`src/rtl/pow_div_top.sv`:
```
// pow_div_top: registered power-then-divide datapath.
//
// Computes output_value = floor(x*x / (2^W-1)) through a fixed 3-stage pipeline. It accepts one
// new sample per clock and has no handshake.
//   Stage 1: capture the operand.
//   Stage 2: square it at full 2W-bit width.
//   Stage 3: divide by the full-scale value and register the quotient.
//
// Ports:
//   clk           in   1  system clock, rising-edge active
//   rst           in   1  asynchronous active-low reset; clears every pipeline register
//   initial_value in   W  unsigned operand x, sampled every rising edge
//   output_value  out  W  registered result floor(x*x/(2^W-1))

module pow_div_top #(
    parameter int unsigned W = 8
) (
    input  logic         clk,
    input  logic         rst,
    input  logic [W-1:0] initial_value,
    output logic [W-1:0] output_value
);

    // Full-scale divisor, one bit wider so the partial remainder compares without overflow.
    localparam logic [W:0] Divisor = {1'b0, {W{1'b1}}};

    logic [W-1:0]   x_q;
    logic [2*W-1:0] p_q;

    logic [W:0]     rem;
    logic [W-1:0]   quo;
    logic           rem_ge;

    // Unrolled restoring divider over all 2W dividend bits.
    // The partial remainder stays below Divisor after each step. Its top bit is therefore zero
    // before every shift, so W+1 bits are enough.
    // Quotient bits are shifted in MSB-first, and only the last W of them are kept. The dropped
    // upper bits are always zero because x*x <= (2^W-1)^2 gives a quotient that fits in W bits.
    always_comb begin
        rem    = '0;
        quo    = '0;
        rem_ge = 1'b0;
        for (int i = int'(2 * W) - 1; i >= 0; i--) begin
            rem    = {rem[W-1:0], p_q[i]};
            rem_ge = (rem >= Divisor);
            if (rem_ge) begin
                rem = rem - Divisor;
            end
            quo = {quo[W-2:0], rem_ge};
        end
    end

    always_ff @(posedge clk or negedge rst) begin
        if (!rst) begin
            x_q          <= '0;
            p_q          <= '0;
            output_value <= '0;
        end else begin
            x_q          <= initial_value;
            p_q          <= {{W{1'b0}}, x_q} * {{W{1'b0}}, x_q};
            output_value <= quo;
        end
    end

endmodule

```
`config.mk`:
```
export PLATFORM = sky130hd
export DESIGN_NAME = pow_div_top
export DESIGN_NICKNAME = d
export VERILOG_FILES = /design/src/rtl/pow_div_top.sv
export SDC_FILE = /design/constraint.sdc
export NUM_CORES = 1
export LEC_CHECK = 0
export CAP_MARGIN = 20
export CORE_ASPECT_RATIO = 1.75
export CORE_MARGIN = 5
export CORE_UTILIZATION = 60
export DETAILED_ROUTE_END_ITERATION = 10
export PLACE_DENSITY = 0.79
export REMOVE_ABC_BUFFERS = 1
export SLEW_MARGIN = 0
export SYNTH_ARGS = -nofsm -noshare
export SYNTH_HDL_FRONTEND = slang
export SYNTH_SLANG_ARGS = --single-unit
```
`constraint.sdc`:
```
create_clock -name clk -period 19.9 [get_ports clk]
set_input_delay 3.98 -clock clk [delete_from_list [all_inputs] [get_ports clk]]
set_output_delay 3.98 -clock clk [all_outputs]
set_load 0.005 [all_outputs]
```
# Yosys cells after proc, flatten, opt, wreduce, memory -nomap -nowiden
# Index checks and enable logic that the tools add are counted.
dict set report op_classes {
  n_addsub 8
  n_mul 1
  order_cmp 9
  muxes 8
}
# operator count
set op_table {}
lappend op_table {{9-bit by 8-bit greater-or-equal comparator with 1-bit output, second input constant} 8}
lappend op_table {{8-bit 2-to-1 mux} 8}
lappend op_table {{8-bit subtractor, second input constant} 8}
lappend op_table {{8-bit by 8-bit multiplier with 16-bit output} 1}
lappend op_table {{8-bit greater-or-equal comparator, second input constant} 1}
dict set report word_totals {
  regBits 32
  input_bits 10
  output_inout_bits 8
  wordCells 29
}

# Logic depth before layout (Yosys ltp)
# Gate-level depths: netlist (run 1).
dict set report logic_depth {
  depth_word 17
  mapped_depth 41
  ltp_nobuf 37
}

# Worst setup path before layout (run 1)
# Ideal clock, no wire load.
dict set report synth_timing {
  path_type {reg-to-reg}
  startpoint {register p_q[8]}
  endpoint {register output_value[0]}
  setup_time_ns 0.087
  arrival_time_ns 8.092
  required_ns 19.813
  path_slack_ns 11.722
  path_stages_with_launch 42
  n_path_buf 4
  period_less_slack_ns 8.178
  path_cell_list {dfrtp_1 -> ha_1 -> nand3_1 -> or3_1 -> nand2_1 -> ha_1 -> buf_2 -> a21o_1 -> a31oi_2 -> or2_1 -> buf_2 -> xnor2_1 -> ha_1 -> a221o_1 -> a41oi_4 -> xnor2_1 -> ha_1 -> buf_1 -> [... 6 more ...] -> a21oi_1 -> nor3_4 -> nand2b_1 -> xor2_1 -> ha_1 -> o21a_1 -> buf_2 -> nor2_1 -> nor2_1 -> xor2_1 -> ha_1 -> inv_1 -> a21oi_1 -> a32oi_1 -> a2111oi_2 -> a211oi_4 -> a211o_1 -> o211ai_1}
}
dict set report synth_via {
  elab_chain_cells 17
}
# element line
set synth_lines {}
lappend synth_lines {{from (decl)} 28} ;# logic [2*W-1:0] p_q;
lappend synth_lines {{from (signal assigned)} 60} ;# p_q <= {{W{1'b0}}, x_q} * {{W{1'b0}}, x_q};
lappend synth_lines {{8-bit subtractor / 8-bit greater-or-equal comparator (equally long branches)} {47, 45}}
lappend synth_lines {{8-bit 2-to-1 mux (*)} 46} ;# if (rem_ge) begin
lappend synth_lines {{8-bit subtractor / 9-bit by 8-bit greater-or-equal comparator with 1-bit output (equally long branches)} {47, 45}}
lappend synth_lines {{8-bit 2-to-1 mux (*)} 46}
lappend synth_lines {{8-bit subtractor / 9-bit by 8-bit greater-or-equal comparator with 1-bit output (equally long branches)} {47, 45}}
lappend synth_lines {{8-bit 2-to-1 mux (*)} 46}
lappend synth_lines {{8-bit subtractor / 9-bit by 8-bit greater-or-equal comparator with 1-bit output (equally long branches)} {47, 45}}
lappend synth_lines {{8-bit 2-to-1 mux (*)} 46}
lappend synth_lines {{[... 1 more ...]} -}
lappend synth_lines {{net quo[4]} 31} ;# logic [W-1:0] quo;
lappend synth_lines {{[... 2 more ...]} -}
lappend synth_lines {{net quo[3]} 31}
lappend synth_lines {{8-bit 2-to-1 mux (*)} 46}
lappend synth_lines {{8-bit subtractor / 9-bit by 8-bit greater-or-equal comparator with 1-bit output (equally long branches)} {47, 45}}
lappend synth_lines {{8-bit 2-to-1 mux (*)} 46}
lappend synth_lines {{8-bit subtractor / 9-bit by 8-bit greater-or-equal comparator with 1-bit output (equally long branches)} {47, 45}}
lappend synth_lines {{8-bit 2-to-1 mux (*)} 46}
lappend synth_lines {{9-bit by 8-bit greater-or-equal comparator with 1-bit output (*)} 45} ;# rem_ge = (rem >= Divisor);
lappend synth_lines {{net quo[0]} 31}
lappend synth_lines {{to (signal assigned)} 61} ;# output_value <= quo;
lappend synth_lines {{to (decl)} 21} ;# output logic [W-1:0] output_value
# The timed path passes the listed nets; every way through them passes the cells marked *.

# Worst setup path in the final report (run 1)
dict set report layout_timing {
  startpoint {register p_q[13]}
  endpoint {register output_value[0]}
}
dict set report layout_via {
  elab_chain_cells 17
}
# element line
set layout_lines {}
lappend layout_lines {{8-bit subtractor / 8-bit greater-or-equal comparator (equally long branches)} {47, 45}}
lappend layout_lines {{8-bit 2-to-1 mux (*)} 46}
lappend layout_lines {{8-bit subtractor / 9-bit by 8-bit greater-or-equal comparator with 1-bit output (equally long branches)} {47, 45}}
lappend layout_lines {{8-bit 2-to-1 mux (*)} 46}
lappend layout_lines {{8-bit subtractor / 9-bit by 8-bit greater-or-equal comparator with 1-bit output (equally long branches)} {47, 45}}
lappend layout_lines {{8-bit 2-to-1 mux (*)} 46}
lappend layout_lines {{9-bit by 8-bit greater-or-equal comparator with 1-bit output / 8-bit subtractor (equally long branches)} {45, 47}}
lappend layout_lines {{8-bit 2-to-1 mux (*)} 46}
lappend layout_lines {{[... 1 more ...]} -}
lappend layout_lines {{net quo[4]} 31}
lappend layout_lines {{[... 2 more ...]} -}
lappend layout_lines {{net quo[3]} 31}
lappend layout_lines {{8-bit 2-to-1 mux (*)} 46}
lappend layout_lines {{8-bit subtractor / 9-bit by 8-bit greater-or-equal comparator with 1-bit output (equally long branches)} {47, 45}}
lappend layout_lines {{8-bit 2-to-1 mux (*)} 46}
lappend layout_lines {{8-bit subtractor / 9-bit by 8-bit greater-or-equal comparator with 1-bit output (equally long branches)} {47, 45}}
lappend layout_lines {{8-bit 2-to-1 mux (*)} 46}
lappend layout_lines {{9-bit by 8-bit greater-or-equal comparator with 1-bit output (*)} 45}
lappend layout_lines {{net quo[0]} 31}
# Marks and branches as above.

==> results.cfg, run 1 <==
[sta]
setup_ws_ns = 10.21
fin_crit_sh = 0.487
finalHoldViolCount = 0
slew_violations = 0
setup_viol = 0
final.setup.tns_ns = 0
fmax_ghz = 0.103
maxSlewHeadroom = 0.455
rsz0062_at_grt = false
period_minus_slack_ns = 9.69
fin_skew_ns = 0.00795
worstMarginPinSlew_ns = 0.811

[status]
status = completed

[finish]
syn2layout_area_growth_pct = 7.20
n_fill_cell = 678
nets = 645
diodes = 0
stdcell_area_sq_um = 5270
layout-drive-gt1-share = 0.104
finish.utilization = 0.662

[clocking]
cts_buffers = 5
post-cts-setup-buffer-count = 0
clk_pin_slew_ns = 0.05
h-tree-depth = 2
clock_latency_ns = 0.28
cts_tree = done
cts_hold_buf = 0
cts-root-buf = clkbuf_16
clock_path_buffers = 2
cts_resized = 0
cts_num_sinks = 31

[logic_synthesis]
synth-async-reset-ratio = 1.00
yosys.area.top_type_share = 0.158
synth_edf_count = 0
syn_area_sq_um = 4920
ys_seq_elements = 31
ys_seq_area_frac = 0.158
synth_ff_type = dfrtp_1
synth_cells = 572
syn_avg_cell_area_sq_um = 8.60
synthDistinctLibCells = 103
synth_area_leaders = dfrtp_1 (16%), fa_1 (10%), ha_1 (8.7%), xnor2_1 (4.6%), inv_1 (4.3%)
yosysTopAreaCell = dfrtp_1
ys_warn_count = 0

[setup_path]
r2r_setup_slack_ns = 10.21
worstPathRequired_ns = 20.09
cpMaxStageDelayCell = o31ai_4
crit_path_start_kind = flip-flop
max_stage_delay_ns = 0.55
r2r-end = output_value[0]$_DFF_PN0_
rr_worst_depth = 36
worst_path_most_repeated_cell = ha_1
critPathTopFamily = compound AO/OA/AOI/OAI gates
worst-setup-path-type = reg2reg
crit_path_end_kind = flip-flop
critPathBufInv = 2
cp_max_fo = 14
crit_arrival_ns = 9.89
r2r_start = p_q[13]$_DFF_PN0_
startpoint = p_q[13]$_DFF_PN0_

[placement]
pre_cts_ws_ns = 10.38
portBuffers = 17
gp_congestion = 0.995
hpwl_um = 10500
placed_area_sq_um = 5110

[run]
maxCapViolCount = 0

[hold_path]
hold_path_class = reg2reg
whs_endpoint = p_q[0]$_DFF_PN0_
hp-start = x_q[0]$_DFF_PN0_
worstHoldPathCells = 0

[drt]
dr.pass1.iters = 5
avgViaCountPerCell = 6.63
num_vias = 4418
routed_wl_um = 12900
dr.first_iter.drc_count = 249
drc = 0
antenna_left = 0
avgRoutedWirePerCell_um = 19.3

[die]
start_util = 0.618
die-area_sq_um = 10200
num_rows = 43
chipHeight_um = 130
coreArea_sq_um = 7960
io_pins = 18
fp.dieW_um = 78.4

[global_routing]
grt_max_degree = 32
groute.usage.overall = 0.266
grt_pass1_vias = 4721
grt_use_met1 = 0.240
grt_use_met2 = 0.540
grt.busiest_layer = met2
grt_first_pass_wirelength_um = 21300
grt_antenna_before_repair = 0
use_met3 = 0.0304
overflow = 0
[metrics by stage]
stage / hold slack, ns / instances
floorplan: 0.461 / 550
global placement: 0.537 / 659
detailed placement: 0.531 / 659
CTS: 0.539 / 666
global route: 0.569 / 666
finish: 0.542 / 666
[layout make-up]
cell class	instances	area [sq um]	area share
clock buffer	6	129	0.0244
clock inverter	1	30.0	0.00570
inverter	58	218	0.0413
multi-input combinational	461	3820	0.725
sequential	31	776	0.147
tap	90	113	0.0214
timing repair buffer	19	185	0.0351
[worst register-to-register path: cells and delay by family, from the launching register on]
family | cells | cell delay, ns
flops | 1 | 0.45
compound gates | 14 | 3.24
simple gates | 9 | 2.65
fa+ha+maj | 6 | 1.83
xor+xnor | 5 | 1.30
buf+inv | 2 | 0.17
[cells in the final DEF (no fill, tap or decap), drive strengths merged, types with 6 or more instances in the layout]
cell type,n
inv,58
nand2,41
ha,34
dfrtp,31
xnor2,26
a21oi,26
nand3,25
fa,25
and2,24
nor2,22
clkdlybuf4s50,17
o21ai,14
nand4,13
o21bai,10
a21o,10
nor3,10
or2,9
and3,8
o21a,8
xor2,8
o22ai,7
or3,7
nor4,7
a211oi,7
nand2b,6
nor2b,6
o211ai,6
clkbuf,6
mux2i,6
[worst max path at each step]
stage | end | slack [ns] | depth (start not counted)
2_1_floorplan | output_value[0]$_DFF_PN0_ | 11.07 | 33
3_3_place_gp | output_value[0]$_DFF_PN0_ | 10.66 | 36
3_5_place_dp | output_value[0]$_DFF_PN0_ | 10.38 | 36
4_1_cts | output_value[0]$_DFF_PN0_ | 10.34 | 36
5_1_grt | output_value[0]$_DFF_PN0_ | 9.25 | 36
6_report | output_value[0]$_DFF_PN0_ | 10.21 | 36
[per-layer routing]
metal,up-vias,wire [um]
li1,2099,-
met1,2122,4330
met2,136,7310
met3,61,405
met4,0,813
met5,-,0
[flip-flops by register name (all words and copies together) (netlist names)]
name,flops
p_q,15
x_q,8
output_value,8
[cell families after synthesis]
| family | Yosys count | synth area share |
|---|---|---|
| and+or+nand+nor | 200 | 0.232 |
| AOI/OAI and AO/OA | 155 | 0.268 |
| buffers and inverters | 81 | 0.0669 |
| adders and majority gates | 59 | 0.188 |
| xor gates and xnor gates | 34 | 0.0606 |
| DFF | 31 | 0.158 |
| muxes | 11 | 0.0260 |
| other | 1 | 0.000763 |
[cells in the mapped netlist, types with 4 or more instances]
| master | count |
|---|---|
| buf_2 | 11 |
| a41o_1 | 4 |
| nor2b_1 | 6 |
| a31o_2 | 5 |
| o22ai_1 | 7 |
| ha_1 | 34 |
| nand3_1 | 25 |
| o21bai_1 | 10 |
| inv_1 | 56 |
| nand2_1 | 40 |
| nor2_1 | 22 |
| clkbuf_1 | 8 |
| and3_1 | 8 |
| and2_1 | 23 |
| a21oi_1 | 25 |
| or3_1 | 6 |
| nor3_1 | 8 |
| mux2i_1 | 4 |
| o21a_1 | 8 |
| or2_1 | 4 |
| a211oi_1 | 4 |
| or2_2 | 5 |
| nand4_1 | 13 |
| o2111ai_1 | 4 |
| dfrtp_1 | 31 |
| nor4_1 | 6 |
| fa_1 | 25 |
| o21ai_0 | 10 |
| a21o_1 | 9 |
| o211ai_1 | 5 |
| nor3b_1 | 4 |
| xor2_1 | 8 |
| nand2b_1 | 6 |
| xnor2_1 | 26 |
Power of run 1 is not shown: default switching activity piles up to over one toggle a cycle in this logic, so the estimate is an artifact.
==> inputs of run 2 (changes only) <==
Clock period 19.9 ns to 10.15 ns, I/O delays scaled along.
==> run 2 against run 1 <==
Compared with the run above:
- global-route usage up 0.17 points
- critical path depth increased by 1
- routed wire length up 0.34%
- critical path type unchanged
- critical endpoint unchanged
==> results.cfg, run 2 (synthesis results as in run 1) <==
[global_routing]
groute.usage.overall = 0.267
grt_pass1_vias = 4573
grt_first_pass_wirelength_um = 21700
grt_max_degree = 32
overflow = 0
grt_antenna_before_repair = 0

[setup_path]
max_stage_delay_ns = 0.53
r2r-end = output_value[0]$_DFF_PN0_
crit_path_end_kind = flip-flop
critPathTopFamily = compound AO/OA/AOI/OAI gates
worstPathRequired_ns = 10.34
crit_arrival_ns = 9.48
r2r_setup_slack_ns = 0.85
critPathBufInv = 2
cp_max_fo = 12
worst_path_most_repeated_cell = ha_1
crit_path_start_kind = flip-flop
worst-setup-path-type = reg2reg
r2r_start = p_q[8]$_DFF_PN0_
cpMaxStageDelayCell = dfrtp_1
rr_worst_depth = 37

[finish]
mostFrequentLayoutCell = inv_1
layout-drive-gt1-share = 0.120
diodes = 0
reg.largest.list = p_q: 15 flops, output_value: 8 flops, x_q: 8 flops
top_register = p_q
syn2layout_area_growth_pct = 8.22
largest_reg_flops = 15
nets = 652
mostFrequentLayoutCells = inv_1 (56), nand2_1 (40), ha_1 (34), dfrtp_1 (31)

[drt]
num_vias = 4491
avgRoutedWirePerCell_um = 19.1
drc = 0
antenna_left = 0
dr.pass1.iters = 4
avgViaCountPerCell = 6.66
dr.first_iter.drc_count = 221
routed_wl_um = 12900

[sta]
setup_viol = 0
slew_violations = 0
fmax_ghz = 0.108
finalHoldViolCount = 0
worstMarginPinSlew_ns = 0.910
period_minus_slack_ns = 9.30
final.setup.tns_ns = 0
maxSlewHeadroom = 0.389
fin_crit_sh = 0.916
fin_skew_ns = 0.00236
rsz0062_at_grt = false

[die]
coreArea_sq_um = 7960
start_util = 0.618
die-area_sq_um = 10200
fp.dieW_um = 78.4
io_pins = 18
chipHeight_um = 130
num_rows = 43

[clocking]
clock_latency_ns = 0.28
h-tree-depth = 2
cts-root-buf = clkbuf_16
clock_path_buffers = 2
cts_buffers = 5
cts_num_sinks = 31
clk_pin_slew_ns = 0.06
cts_tree = done

[hold_path]
worstHoldPathCells = 0
hp-start = x_q[0]$_DFF_PN0_
hold_path_class = reg2reg
whs_endpoint = p_q[0]$_DFF_PN0_

[placement]
gp_congestion = 0.995
portBuffers = 17
hpwl_um = 10500

[run]
maxCapViolCount = 0

[status]
status = completed
## run 2: cell types whose count changed in the layout (fill, tap and decap cells not counted)
cell,previous run,this run
buf_4,2,9
clkbuf_1,1,0
inv_6,0,1
xnor2_1,26,25
bufinv_16,1,0
xnor2_2,0,1
clkinvlp_4,0,2
## run 2: worst max-delay path by stage
stage,startpoint,to,cells past startpoint
global route,p_q[8]$_DFF_PN0_,output_value[0]$_DFF_PN0_,37
floorplan,p_q[13]$_DFF_PN0_,output_value[0]$_DFF_PN0_,33
detailed placement,p_q[8]$_DFF_PN0_,output_value[0]$_DFF_PN0_,37
global placement,p_q[8]$_DFF_PN0_,output_value[0]$_DFF_PN0_,37
finish,p_q[8]$_DFF_PN0_,output_value[0]$_DFF_PN0_,37
CTS,p_q[8]$_DFF_PN0_,output_value[0]$_DFF_PN0_,37
## run 2: final cells by class
type / instances / area (sq um)
sequential: 31 / 776
clock inverter: 3 / 23.8
tap: 90 / 113
timing repair buffer: 26 / 238
fill: 666 / 2640
inverter: 58 / 218
multi-input combinational: 461 / 3830
clock buffer: 5 / 125
## run 2: through the flow
step	hold WS [ns]	setup slack, ns	cell area, sq um	util	instances
detailed placement	0.549	0.603	5120	0.643	660
CTS	0.557	0.549	5270	0.662	668
floorplan	0.461	1.32	4810	-	550
global route	0.592	0.0404	5320	0.668	674
global placement	0.540	0.978	5120	0.643	660
finish	0.563	0.855	5320	0.668	674
## run 2: what timing repair did
item,CTS,global route
setup buffers,0,6
endpoints found under the setup margin,0,2
resized for setup,0,1
hold buffers,0,0
## run 2: per-layer routing
| layer | track usage | up-vias | wire length, um | share of wire |
|---|---|---|---|---|
| li1 | - | 2121 | - | - |
| met1 | 0.272 | 2171 | 4590 | 0.36 |
| met2 | 0.524 | 146 | 7230 | 0.56 |
| met3 | 0.0290 | 53 | 422 | 0.033 |
| met4 | 0.144 | 0 | 655 | 0.051 |
| met5 | 0 | - | 0 | 0 |
Power of run 2 is left out for the same reason.
==> inputs of run 3 (changes only) <==
Settings changed: GPL_TIMING_DRIVEN set to 0.
==> run 3 against run 2 <==
Compared with the run above:
- global-route usage shrank 2.6 points
- clock skew rose by 0.0024 ns
- maximum frequency shrank 1.3%
- cell area is 1.9% higher
- largest cell class unchanged
- critical path depth grew 1
- first-iteration DRC count decreased by 2.3%
- via count is 0.27% lower
- die area stayed put
==> results.cfg, run 3 (synthesis results as in run 1) <==
[finish]
nets = 659
mostFrequentLayoutCell = inv_1
reg.largest.list = p_q: 15 flops, output_value: 8 flops, x_q: 8 flops
top_register = p_q
diodes = 0
mostFrequentLayoutCells = inv_1 (56), nand2_1 (40), ha_1 (33), dfrtp_1 (31)
largest_reg_flops = 15
layout-drive-gt1-share = 0.134
syn2layout_area_growth_pct = 10.3

[global_routing]
grt_antenna_before_repair = 0
grt_pass1_vias = 4465
grt_max_degree = 22
overflow = 0
groute.usage.overall = 0.242
grt_first_pass_wirelength_um = 20000

[setup_path]
cp_max_fo = 11
max_stage_delay_ns = 0.55
worst_path_most_repeated_cell = ha_1
crit_arrival_ns = 9.60
critPathBufInv = 3
critPathTopFamily = compound AO/OA/AOI/OAI gates
worstPathRequired_ns = 10.33
worst-setup-path-type = reg2reg
crit_path_end_kind = flip-flop
cpMaxStageDelayCell = dfrtp_1
crit_path_start_kind = flip-flop

[placement]
hpwl_um = 9710
portBuffers = 17
gp_congestion = 0.993

[sta]
rsz0062_at_grt = false
period_minus_slack_ns = 9.42
slew_violations = 0
finalHoldViolCount = 0
worstMarginPinSlew_ns = 0.900
maxSlewHeadroom = 0.396
setup_viol = 0
fmax_ghz = 0.106
fin_skew_ns = 0.00480
fin_crit_sh = 0.928
whs_ns = 0.569

[die]
fp.dieW_um = 78.4
die-area_sq_um = 10200
num_rows = 43
io_pins = 18
chipHeight_um = 130
start_util = 0.618
coreArea_sq_um = 7960

[drt]
met3WireLength_um = 315
avgViaCountPerCell = 6.58
routed.top_layer = met4
dr.pass1.iters = 4
dr.first_iter.drc_count = 216
routed_wl_um = 12000
antenna_left = 0
avgRoutedWirePerCell_um = 17.7
drc = 0
met2_length_um = 7010
met1_length_um = 4110
num_vias = 4479

[clocking]
clock_latency_ns = 0.28
h-tree-depth = 2
cts-root-buf = clkbuf_16
cts_buffers = 5
clk_pin_slew_ns = 0.05
clock_path_buffers = 2
cts_num_sinks = 31
cts_tree = done

[hold_path]
hold_path_class = reg2reg

[run]
maxCapViolCount = 0

[status]
status = completed
## run 3: changes by cell type in the layout (fill, tap and decap cells not counted), sizes merged
cell,previous run,this run
buf,9,16
clkbuf,5,6
bufinv,0,1
clkinv,0,1
clkinvlp,2,0
inv,59,58
## run 3: final cells by class
class,instances,area [sq um]
multi-input combinational,461,3830
clock buffer,6,139
clock inverter,2,35.0
tap,90,113
sequential,31,776
inverter,58,218
timing repair buffer,33,310
fill,647,2540
## run 3: per-stage QoR
step                       util  TNS (ns)  std cells  worst slack, ns  area (sq um)
final                     0.681         0        681            0.729          5420
after global routing      0.681         0        681           0.0375          5420
after global placement    0.640     -1.08        657           -0.706          5090
after detailed placement  0.645         0        659            0.233          5130
after floorplan               -         0        550             1.32          4810
after CTS                 0.666         0        667            0.152          5310
## run 3: repair_timing
action	CTS	global route
gates resized for setup	0	3
hold buffers	0	0
buffers inserted	0	14
endpoints found under the setup margin	0	2
## run 3: final timing paths
check,startpoint,slack (ns),to,depth (start not counted)
setup / recovery,p_q[9]$_DFF_PN0_,0.73,output_value[0]$_DFF_PN0_,38
hold / removal,x_q[0]$_DFF_PN0_,0.57,p_q[0]$_DFF_PN0_,0
setup reg to reg,p_q[9]$_DFF_PN0_,0.73,output_value[0]$_DFF_PN0_,38
hold reg to reg,x_q[0]$_DFF_PN0_,0.57,p_q[0]$_DFF_PN0_,0
max in group asynchronous,rst,7.49,output_value[5]$_DFF_PN0_,2
min in group asynchronous,rst,2.14,x_q[3]$_DFF_PN0_,1
## run 3: routing by layer
metal  vias to the layer above  GRT usage
met3                        50     0.0193
met1                      2176      0.227
li1                       2134          -
met4                         0      0.122
met5                         -          0
met2                       119      0.505
Power of run 3 is left out for the same reason.
==> variant 1 (config.mk and constraints of run 2) <==
Make the reset (`rst`) synchronous in one clocked block. Comments in the files are not updated.
--- a/src/rtl/pow_div_top.sv
+++ b/src/rtl/pow_div_top.sv
@@ -50,7 +50,7 @@
         end
     end
 
-    always_ff @(posedge clk or negedge rst) begin
+    always_ff @(posedge clk) begin
         if (!rst) begin
             x_q          <= '0;
             p_q          <= '0;
Function: differs if rst is asserted again (counterexample within 4 cycles, from zero or initial values and one cycle with rst low); with rst held inactive, the same outputs for 10 cycles.
==> variant 1 against run 2 <==
- sequential share of layout area is 2.6 points lower
- count of clock-buffer cells in the layout is 2 higher
- critical path depth up 4
- routed wire length shrank 11%
- sequential cell count did not move
- area after synthesis decreased by 0.84%
- synthesized cell count fell by 1.2%
- design area fell by 2.5%
- setup slack got worse by 0.17 ns
Power is left out: it rests on default switching activity, and per cell area and clock period it moved more than threefold.
==> variant 1: results (changes against run 2) <==
result of the run=finished, final reports clean; nature of the critical path startpoint=register; sequential element share of the synthesized area=12.7% (-3.0 points); slowest stage cell, crit path=dfxtp_2; Max Clock Skew=0.0101 ns (+0.00771 ns); clk_lat worst skew=0.29 ns; launching point of the worst reg2reg path=p_q[8]$_SDFF_PN0_; average routed wire per standard cell=17.3 um (-9.5%); number of distinct library cell variants in the gate-level netlist after synthesis=101 (-1.9%); leading cell types by total area after synthesis=dfxtp_1 13%, fa_1 10%, ha_1 8.7%; share of the synthesized netlist area taken by xor and xnor gates=5.49% (-0.56 points); min-delay worst type=reg -> reg; share of cells above drive strength 1=16.8% (+4.8 points); hold path cells=1 (+1); Detailed Route Iter0 Violations=339 (+53%); mux contribution to synthesized area=6.83% (+4.2 points); area fraction in compound gates after synthesis=23.1% (-3.7 points); final-layout fill cell count=667 (+0.15%); clock-pin slew of the registers on the worst-case setup and hold paths=0.06 ns (about the same); Worst Max-Slew Pin Slew=0.669 ns (-0.241 ns); CP max FO=10 (-2); drt first pass iters=5 (+1); largest stage delay on the critical path=0.47 ns (-0.06 ns); worst setup slack after placement=0.0407 ns (-0.562 ns); wire length of the first global-routing pass=19200 um (-12%); Placed Cells=654 (-0.91%); async set or reset register ratio after synthesis=0% (-100 points); number of cell instances on the worst register-to-register path=41 (+11%); crit path DAT=9.67 ns (+0.19 ns); cells after synthesis=565 (-1.2%); total clock buffers created by CTS=5 (unchanged); Routed Wire Length=11500 um (-11%); post-synthesis share of cell area spent on full adders, half adders and majority gates=19.0% (+0.16 points); Hold Crit Start=x_q[0]$_SDFF_PN0_; vias in the first global route=4315 (-5.6%); Placer Congestion=0.974 (-2.1%); Via density=6.44 (-3.4%); most common library cells after synthesis=53 x inv_1, 48 x nand2_1, 39 x nor2_1; buffer count from post-CTS setup fixing=0 (unchanged); Overall Global Routing Usage=23.4% (-3.3 points); number of nets at the end of the flow=640 (-1.8%); largest net degree at the start of global routing=18 (-44%); half-perimeter wire length of the detailed placement result=9200 um (-13%)
## variant 1: cell count changes after synthesis, sizes merged, moves of 6 or more
cell | run 2 | this run
nor2 | 22 | 39
mux2i | 6 | 16
o22ai | 7 | 1
nand4 | 13 | 7
dfrtp | 31 | 0
mux2 | 5 | 14
and2 | 24 | 34
dfxtp | 0 | 31
nand2 | 41 | 48
o21a | 8 | 2
o21ai | 14 | 21
nand3 | 25 | 12
## variant 1: cell type report
type                    count  area share (%)
clock buffers               7            2.94
clock inverters             1           0.145
inverters                  53            3.84
multi-input cells         458            74.9
flip-flops and latches     31            12.0
well taps                  90            2.17
repair buffers             22            4.00
## variant 1: critical path, delay by kind of cell, from the launching register on
family                     cells  cell delay [ns]
and+or+nand+nor                9             1.61
adders and majority gates      7             1.99
buffers and inverters          2             0.22
muxes                          4             1.03
xor gates and xnor gates       6             1.45
DFF                            1             0.47
AOI/OAI and AO/OA             13             2.60
## variant 1: metrics by stage
step                      area (um2)  hold WS [ns]
after floorplan                 4650         0.462
after global placement          4970         0.514
after detailed placement        4970         0.526
after CTS                       5140         0.532
after global routing            5190         0.591
final                           5190         0.522
## variant 1: layer usage
layer	vias up	GRT usage, %	wire (um)
met5	-	0	0
met4	0	14.3	566
met3	44	3.41	415
met2	155	46.0	6380
met1	2036	22.4	4110
li1	2028	-	-
## variant 1: path summary, 6_finish.rpt
path                                                   end  slack (ns)
worst min-delay path                     p_q[2]$_SDFF_PN0_        0.52
worst min register to register           p_q[2]$_SDFF_PN0_        0.52
worst max register to register  output_value[0]$_SDFF_PN0_        0.69
worst max-delay path            output_value[0]$_SDFF_PN0_        0.69
## variant 1: timing repair
item                       4_1_cts  5_1_grt
hold endpoints to repair         0        0
pin swaps                        0        0
gates resized for setup          2        8
gates cloned                     0        0
setup endpoints to repair        1        2
==> variant 2 (settings of run 2) <==
Made on the original files. The output `output_value` loses its register stage (`output_value` becomes a continuous assignment). Comments in the files are not updated.
--- a/src/rtl/pow_div_top.sv
+++ b/src/rtl/pow_div_top.sv
@@ -54,13 +54,13 @@
         if (!rst) begin
             x_q          <= '0;
             p_q          <= '0;
-            output_value <= '0;
         end else begin
             x_q          <= initial_value;
             p_q          <= {{W{1'b0}}, x_q} * {{W{1'b0}}, x_q};
-            output_value <= quo;
         end
     end
 
+    assign output_value = quo;
+
 endmodule
 
Formal check against the unedited RTL: not equivalent (a bounded check fails within 4 cycles, from zero or initial values and one cycle with rst low).
==> variant 2 against run 2 <==
- via count down 3.8%
- worst hold slack got worse by 0.0057 ns
- design area decreased by 1.3%
- sequential cell count is 8 lower
- setup slack lost 0.83 ns
- area after synthesis fell by 7.7%
- routed wire length fell by 9.9%
- largest cell class unchanged
==> variant 2: results (changes against run 2) <==
largest net degree at the start of global routing=24 (-25%); number of distinct library cell variants in the gate-level netlist after synthesis=104 (+0.97%); worst setup path endpoint=output_value[0]; Placer Congestion=0.908 (-8.7%); Max Clock Skew=0.00165 ns (-0.000714 ns); number of nets at the end of the flow=657 (+0.77%); final-layout worst hold slack=0.558 ns (-0.00575 ns); wire length of the first global-routing pass=19000 um (-12%); most common library cells after synthesis=56 x inv_1, 52 x nand2_1, 34 x ha_1; half-perimeter wire length of the detailed placement result=9210 um (-12%); leading cell types by total area after synthesis=dfrtp_1 13%, fa_1 11%, ha_1 9.4%; terminus of the critical flop-to-flop path=p_q[15]$_DFF_PN0_; clk_lat worst skew=0.26 ns (-0.02 ns); final-layout fill cell count=568 (-15%); CTS H-tree depth=1 (-1); crit path DAT=8.09 ns (-1.39 ns); result of the run=finished, final reports clean; drt first pass iters=7 (+3); slowest stage cell, crit path=or3b_2; number of cell instances on the worst register-to-register path=21 (-43%); share of cells above drive strength 1=21.5% (+9.5 points); largest registers=p_q x15, x_q x8; largest stage delay on the critical path=0.46 ns (-0.07 ns); Worst Max-Slew Pin Slew=0.645 ns (-0.265 ns); sequential element share of the synthesized area=12.7% (-3.1 points); Routed Wire Length=11600 um (-9.9%); critical path startpoint=p_q[9]$_DFF_PN0_
[variant 2: final cells by class]
class / count / area (um2) / area share [%]
multi-input combinational: 435 / 3690 / 70.3
sequential: 23 / 576 / 11.0
timing repair buffer: 67 / 566 / 10.8
inverter: 58 / 230 / 4.38
tap: 88 / 110 / 2.10
clock buffer: 3 / 75.1 / 1.43
clock inverter: 1 / 5.00 / 0.0953
[variant 2: metrics by stage]
stage | worst slack, ns | cells | util, %
floorplan | -0.618 | 516 | -
global placement | 0.214 | 649 | 65.4
detailed placement | -0.212 | 649 | 65.4
CTS | 0.000133 | 662 | 67.8
global route | -0.377 | 675 | 70.4
finish | 0.0279 | 675 | 70.4
[variant 2: timing repair]
item,in CTS,in global routing
pin swaps,5,15
buffers inserted,9,12
gates cloned,0,0
setup endpoints to repair,3,3
endpoints found under the hold margin,0,0
resized for setup,8,23
[variant 2: report_power, final]
| part | switching [mW] | internal [mW] |
|---|---|---|
| Clock | 0.0346 | 0.0531 |
| Sequential | 0.0420 | 0.119 |
| Combinational | 0.940 | 0.736 |
[variant 2: worst reg2reg max path, stage by stage, from the launching register on]
cell and delay [ns]:
dfrtp_1 0.47, and2_1 0.25, fa_1 0.39, inv_1 0.08, fa_1 0.41, inv_1 0.07, ha_1 0.13, inv_1 0.05
fa_1 0.53, inv_1 0.04, ha_1 0.32, a21o_1 0.19, a21oi_1 0.22, o21bai_1 0.10, a21oi_1 0.24, o21bai_1 0.09
a21oi_1 0.23, o21bai_1 0.10, a21oi_1 0.24, o21bai_1 0.09, a21oi_1 0.17, xor2_1 0.16
[variant 2: per-layer routing]
layer | vias to the layer above | part of all wire (%) | track usage (%)
li1 | 2042 | - | -
met1 | 2101 | 35 | 25.5
met2 | 134 | 57 | 46.1
met3 | 44 | 3.2 | 2.49
met4 | 0 | 4.3 | 11.3
met5 | - | 0 | 0
[variant 2: worst min path at each step]
stage                             to
floorplan           p_q[0]$_DFF_PN0_
global placement    p_q[0]$_DFF_PN0_
detailed placement  p_q[0]$_DFF_PN0_
CTS                 p_q[0]$_DFF_PN0_
global route        p_q[0]$_DFF_PN0_
finish              p_q[0]$_DFF_PN0_
[variant 2: cells by family (layout without fill, tap and decap cells)]
family | Yosys count | after routing | share of synthesized area (%)
buf+inv | 79 | 129 | 8.49
compound gates | 155 | 155 | 27.4
fa+ha+maj | 59 | 59 | 20.4
mux | 16 | 16 | 3.78
flops | 23 | 23 | 12.7
other cells | 1 | 2 | 0.0826
xor+xnor | 26 | 26 | 5.18
simple gates | 177 | 177 | 22.0
